[config.mk]
export PLATFORM = sky130hd
export DESIGN_NAME = seq_detect_ctrl
export DESIGN_NICKNAME = d
export VERILOG_FILES = /design/src/rtl/seq_detect_ctrl.sv
export SDC_FILE = /design/constraint.sdc
export NUM_CORES = 1
export LEC_CHECK = 0
export ABC_AREA = 1
export CELL_PAD_IN_SITES_DETAIL_PLACEMENT = 1
export CELL_PAD_IN_SITES_GLOBAL_PLACEMENT = 1
export CORE_ASPECT_RATIO = 0.75
export CORE_MARGIN = 5
export CORE_UTILIZATION = 25
export DETAILED_ROUTE_END_ITERATION = 6
export PLACE_DENSITY = 0.6
export SLEW_MARGIN = 10
export SYNTH_ARGS = -nofsm -noshare
export SYNTH_HDL_FRONTEND = slang
export SYNTH_SLANG_ARGS = --single-unit
[constraint.sdc]
create_clock -name clk -period 4.95 [get_ports clk]
set_clock_uncertainty 0.1 [all_clocks]
set_input_delay 0.495 -clock clk [delete_from_list [all_inputs] [get_ports clk]]
set_output_delay 0.495 -clock clk [all_outputs]
set_load 0.005 [all_outputs]
[src/rtl/seq_detect_ctrl.sv]
// Configurable serial pattern detector: config over valid/ready, Mealy match pulse, counts to a target.
// y is combinational on the completing bit; cfg_ready is low only while a run is in progress.
module seq_detect_ctrl #(
    parameter int PW = 8,
    parameter int CW = 8
) (
    input  logic          clk,
    input  logic          rst,
    input  logic          cfg_valid,
    output logic          cfg_ready,
    input  logic [PW-1:0] cfg_pattern,
    input  logic [3:0]    cfg_len,
    input  logic          cfg_overlap,
    input  logic [CW-1:0] cfg_target,
    input  logic          start,
    input  logic          abort,
    input  logic          x,
    input  logic          x_valid,
    output logic          y,
    output logic [CW-1:0] match_cnt,
    output logic          busy,
    output logic          done
);

    localparam logic [1:0] ST_IDLE  = 2'd0;
    localparam logic [1:0] ST_ARMED = 2'd1;
    localparam logic [1:0] ST_RUN   = 2'd2;
    localparam logic [1:0] ST_DONE  = 2'd3;
    localparam logic [3:0] LP_PW    = 4'(PW);

    logic [1:0]    r_state;
    logic [1:0]    w_state_nxt;
    logic [PW-1:0] r_pattern;
    logic [3:0]    r_len;
    logic          r_overlap;
    logic [CW-1:0] r_target;
    logic [PW-1:0] r_window;
    logic [3:0]    r_bits_seen;
    logic [CW-1:0] r_match_cnt;

    logic          w_running;
    logic          w_cfg_hs;
    logic          w_start_go;
    logic [3:0]    w_len_clamped;
    logic [PW-1:0] w_shifted;
    logic [PW-1:0] w_mask;
    logic          w_enough;
    logic          w_match;
    logic [CW-1:0] w_cnt_inc;
    logic [3:0]    w_bits_inc;
    logic          w_hit_target;

    assign w_running  = (r_state == ST_RUN);
    assign w_cfg_hs   = cfg_valid & cfg_ready;
    // A config handshake wins over start in the same cycle; start is re-sampled next cycle.
    assign w_start_go = start & ~w_cfg_hs & ((r_state == ST_ARMED) | (r_state == ST_DONE));

    always_comb begin
        w_len_clamped = cfg_len;
        if (cfg_len == 4'd0) begin
            w_len_clamped = 4'd1;
        end else if (cfg_len > LP_PW) begin
            w_len_clamped = LP_PW;
        end
    end

    always_comb begin
        w_mask = '0;
        for (int i = 0; i < PW; i++) begin
            if (4'(i) < r_len) begin
                w_mask[i] = 1'b1;
            end
        end
    end

    assign w_shifted    = {r_window[PW-2:0], x};
    assign w_enough     = ({1'b0, r_bits_seen} + 5'd1) >= {1'b0, r_len};
    assign w_match      = w_running & x_valid & w_enough &
                          ((w_shifted & w_mask) == (r_pattern & w_mask));
    assign w_cnt_inc    = (&r_match_cnt) ? r_match_cnt : r_match_cnt + CW'(1);
    assign w_bits_inc   = (r_bits_seen == LP_PW) ? r_bits_seen : r_bits_seen + 4'd1;
    assign w_hit_target = w_match & (r_target != '0) & (w_cnt_inc == r_target);

    always_comb begin
        w_state_nxt = r_state;
        case (r_state)
            ST_IDLE: begin
                if (w_cfg_hs) w_state_nxt = ST_ARMED;
            end
            ST_ARMED, ST_DONE: begin
                if (w_cfg_hs) begin
                    w_state_nxt = ST_ARMED;
                end else if (start) begin
                    w_state_nxt = ST_RUN;
                end
            end
            ST_RUN: begin
                if (abort) begin
                    w_state_nxt = ST_ARMED;
                end else if (w_hit_target) begin
                    w_state_nxt = ST_DONE;
                end
            end
            default: w_state_nxt = ST_IDLE;
        endcase
    end

    always_ff @(posedge clk or posedge rst) begin
        if (rst) begin
            r_state <= ST_IDLE;
        end else begin
            r_state <= w_state_nxt;
        end
    end

    always_ff @(posedge clk or posedge rst) begin
        if (rst) begin
            r_pattern <= '0;
            r_len     <= '0;
            r_overlap <= 1'b0;
            r_target  <= '0;
        end else if (w_cfg_hs) begin
            r_pattern <= cfg_pattern;
            r_len     <= w_len_clamped;
            r_overlap <= cfg_overlap;
            r_target  <= cfg_target;
        end
    end

    // Non-overlap mode restarts the bit count so the next match needs len fresh bits.
    always_ff @(posedge clk or posedge rst) begin
        if (rst) begin
            r_window    <= '0;
            r_bits_seen <= '0;
            r_match_cnt <= '0;
        end else if (w_start_go) begin
            r_window    <= '0;
            r_bits_seen <= '0;
            r_match_cnt <= '0;
        end else if (w_running && x_valid) begin
            r_window    <= w_shifted;
            r_bits_seen <= (w_match && !r_overlap) ? 4'd0 : w_bits_inc;
            if (w_match) begin
                r_match_cnt <= w_cnt_inc;
            end
        end
    end

    assign y         = w_match;
    assign match_cnt = r_match_cnt;
    assign busy      = w_running;
    assign done      = (r_state == ST_DONE);
    assign cfg_ready = ~w_running;

endmodule

==> Word-level counts from Yosys, hierarchy flattened <==
Cells that the tools add are included.
{ "classes": {"addsub": 3, "magnitude_cmp": 10, "n_eq_ne": 10, "mux": 26, "n_bitwise": 13, "reduce_logical": 13} }
{ "op_table": {"columns": ["operator", "n"], "rows": [
  ["8-bit 2-to-1 mux", 4],
  ["4-bit 2-to-1 mux", 6],
  ["8-bit AND", 2],
  ["8-bit equality test", 2],
  ["3-bit by 4-bit < comparator with 1-bit output, first input constant", 4],
  ["7-bit 2-to-1 mux", 2],
  ["2-bit 2-to-1 mux", 5],
  ["8-bit by 1-bit adder with 8-bit output, second input constant", 1],
  ["1-bit AND", 8],
  ["1-bit by 4-bit < comparator with 1-bit output, first input constant", 2],
  ["2-bit by 4-bit < comparator with 1-bit output, first input constant", 2],
  ["1-bit 2-to-1 mux", 8],
  ["8-bit AND reduction", 1],
  ["8-bit nonzero test", 1],
  ["3-bit by 2-bit inequality test with 1-bit output, second input constant", 2],
  ["2-bit case mux with 3 select lines", 1],
  ["4-bit by 1-bit adder with 5-bit output, second input constant", 1],
  ["5-bit by 4-bit >= comparator with 1-bit output", 1],
  ["4-bit by 1-bit adder with 4-bit output, second input constant", 1],
  ["2-bit equality test, second input constant", 2],
  ["4-bit equality test, second input constant", 1],
  ["4-bit > comparator, second input constant", 1],
  ["4-bit zero test", 1],
  ["2-bit AND reduction", 2],
  ["11 further kinds", 14]
]} }
{ "word_totals": {"ff_bits": 42, "inputBits": 28, "out_inout_bits": 12, "wordCells": 83} }

==> Depth between registers and ports, before layout <==
{ "logic_depth": {"ltp_word": 10, "depth_mapped": 16, "depth_no_buf": 16} }

==> Least setup slack after synthesis <==
OpenSTA, ideal clock, no wires.
{ "synth_timing": {"path_kind": "reg2out", "start": "register r_bits_seen[0]", "end": "output y", "arrival_time_ps": 1641, "required_ps": 4355, "path_slack_ps": 2714, "stages_incl_launch_ff": 10, "path_buffers": 0, "cell_sequence": "dfrtp_1 ha_1 xor2_1 ha_1 nand2_1 nor2_1 nand2_1 nand4_1 nand3_2 inv_1"} }
{ "synth_via": {"elab_chain_len": 4} }
{ "synth_lines": {"columns": ["element", "line_no", "rtl"], "rows": [
  ["start: declaration", "38", "logic [3:0] r_bits_seen;"],
  ["start signal: assignment", "142", "r_bits_seen <= (w_match && !r_overlap) ? 4'd0 : w_bits_inc;"],
  ["4-bit by 1-bit adder with 5-bit output", "77", "assign w_enough = ({1'b0, r_bits_seen} + 5'd1) >= {1'b0, r_len};"],
  ["5-bit by 4-bit >= comparator with 1-bit output", "77", null],
  ["1-bit AND (2 in series)", "78", "assign w_match = w_running & x_valid & w_enough &"],
  ["end: declaration", "19", "output logic y,"]
]} }
Every way passes these cells.

==> Worst setup path in the final report <==
Same ends and word-level chain as after synthesis.

==> qor.yml <==
status: "complete, no violations"
setup-tns-final_ns: 0
worst_ep_required_time_ns: 4.36
clockBufferDepth: 2
p_sw_w: 0.000477
slew_violations: 0
hold_depth: 2
synth.avg_cell_area_sq_um: 7.09
relSlewSlack_pct: 63.9
dp.cells: 524
ios: 40
via_count: 2343
path_class: "reg2out"
instances_no_fill: 530
antenna_left: 0
gp_congestion: 0.793
ys_seq_area_share_pct: 41.8
setup_viol: 0
syn_nets: 390
fp.dieArea_sq_um: 12200
holdCritStartpoint: "r_bits_seen[1]"
rsz0062_at_grt: "false"
drtPass1Iterations: 4
yosysWarnings: 0
critPathArrivalTime_ns: 2.74
clockPowerShare_pct: 24.9
grt_max_degree: 43
core_sq_um: 9740
h-tree-depth: 2
leakage_nw: 1.60
io_buffers: 39
ys_ff_latch: 42
synth_cell_type_count: 26
cts_sinks: 42
die_h_um: 96.9
cts_setup_buffers: 0
antenna_found_initial: 0
post_route_cells_drive_above_1_share_pct: 6.53
crit_path_max_fanout: 7
routed_via_density: 4.42
diodes: 0
fin_crit_sh_pct: 67.3
clk_latency_ns: 0.28
fmax_ghz: 0.300
swShare_pct: 37.3
timing.rr.start: "r_bits_seen[0]"
hp-class: "reg2reg"
hold_buffers: 0
syn2layout_area_growth_pct: 27.6
dieWidth_um: 126
hold_viol: 0
numCtsBuffers: 5
cts_tree: "yes"
std_cell_rows: 31
netlist_area_sq_um: 2520
dpl.hpwl_mm: 5.73
cp-end-kind: "output port"
p_int_w: 0.000801
dr.first_iter.drc_count: 98
n_fill_cell: 1227
fin_util_pct: 33.0
min_to: "r_bits_seen[1]"
clk_pin_slew_ns: 0.06
power.share.sequential_pct: 38.2
r2r_cells: 13
grt_pass1_wl_mm: 12.6
synthesis.instances: 355
power_density_nw_per_um2: 398
gr-usage-all-layers_pct: 12.4
worst_slew_pin_slew_ns: 0.541
reg2reg_to: "r_bits_seen[1]"
post-route-min-period_ns: 3.33
maxCapViolCount: 0
r2r_slack_ns: 2.41
grt_pass1_vias: 2577
grt-ovfl-total: 0
cts_resized: 0
route.detailed.drc: 0
final_nets: 434
setup.worst_path.start_class: "flop"
final_area_sq_um: 3210
root_buffer: "clkbuf_16"
peakVddDrop_uv: 162
placed_area_sq_um: 3070
start_util_pct: 25.8
pwr-share-comb_pct: 36.9
wl_mm: 7.26
wire_per_inst_um: 13.7
[power by group through the flow]
stage	Clock (W)	Sequential, W	Combinational, W
detailed placement	0	0.000493	0.000477
global route	0.000345	0.000501	0.000549
CTS	0.000328	0.000489	0.000481
floorplan	0	0.000472	0.000332
finish	0.000318	0.000487	0.000472
global placement	0	0.000492	0.000459
[kinds of logic after synthesis]
family / share of synthesized area (%)
AND/OR/NAND/NOR: 34.1
AO/OA/AOI/OAI: 8.90
XOR/XNOR: 1.74
buffers and inverters: 9.99
flip-flops: 41.8
adder cells (fa/ha/maj): 3.48
[placed cells by master (no fill, tap or decap), types with 4 or more instances in the layout]
master / instances
nand2_1: 123
inv_1: 62
dfrtp_1: 42
clkdlybuf4s50_1: 39
nand3_1: 28
o21ai_0: 24
nor2_1: 15
o22ai_1: 11
nand4_1: 8
ha_1: 7
nand2_2: 6
clkbuf_16: 5
nor2_2: 4
xor2_1: 4
[critical path, cell delays in order (launching register included)]
cell and delay (ns):
dfrtp_1 0.42, ha_1 0.25, xor2_1 0.18, ha_1 0.34, nand2_1 0.07, nor2_1 0.12
nand2_1 0.06, nand4_1 0.10, nand3_2 0.17, inv_1 0.20, clkdlybuf4s50_1 0.54
[layout make-up]
class	count	area (sq um)	share of cell area (%)
Clock buffer	6	139	4.33
Timing Repair Buffer	41	405	12.6
Tap cell	132	165	5.14
Inverter	63	236	7.37
Multi-Input combinational cell	246	1210	37.8
Sequential cell	42	1050	32.7
[synthesized netlist by cell type (all sizes together)]
library cell  count  area (sq um)
ha                7          87.6
inv              62           233
nand3            30           160
xnor2             1          8.76
nor4              1          6.26
dfrtp            42          1050
nand2           130           510
nand3b            2          15.0
o21ai            26           134
clkbuf            4          15.0
a21oi             2          10.0
nor2             21           104
clkinv            1          3.75
nand4             8          50.1
xor2              4          35.0
or2               2          12.5
o22ai            11          68.8
o21bai            1          11.3
[stage by stage]
step	power, W	hold WS (ns)	setup slack [ns]
detailed placement	0.000970	0.438	1.89
finish	0.00128	0.445	1.62
global route	0.00140	0.476	1.42
floorplan	0.000803	0.334	2.71
CTS	0.00130	0.451	1.58
global placement	0.000951	0.418	2.05
[routing by layer]
layer | up-vias | GRT usage, % | wire length, um
met4 | 0 | 2.64 | 64
li1 | 1197 | - | -
met5 | - | 0 | 0
met3 | 6 | 2.75 | 299
met1 | 1099 | 17.5 | 3840
met2 | 41 | 19.4 | 3050
[registers in the layout (all words and copies together), names as in the netlist]
| register | cells |
|---|---|
| r_window | 7 |
| r_pattern | 8 |
| r_state | 2 |
| r_bits_seen | 4 |
| r_overlap | 1 |
| match_cnt | 8 |
| r_target | 8 |
| r_len | 4 |
[worst max path at each step]
stage	start	endpoint	slack, ns	cells after the start
after CTS	r_bits_seen[0]	y	1.58	10
after detailed placement	r_bits_seen[0]	y	1.89	10
after floorplan	r_bits_seen[0]	y	2.71	9
after global placement	r_bits_seen[0]	y	2.05	10
after global routing	r_bits_seen[0]	y	1.42	10
final	r_bits_seen[0]	y	1.62	10
(Power assumes the default switching activity.)
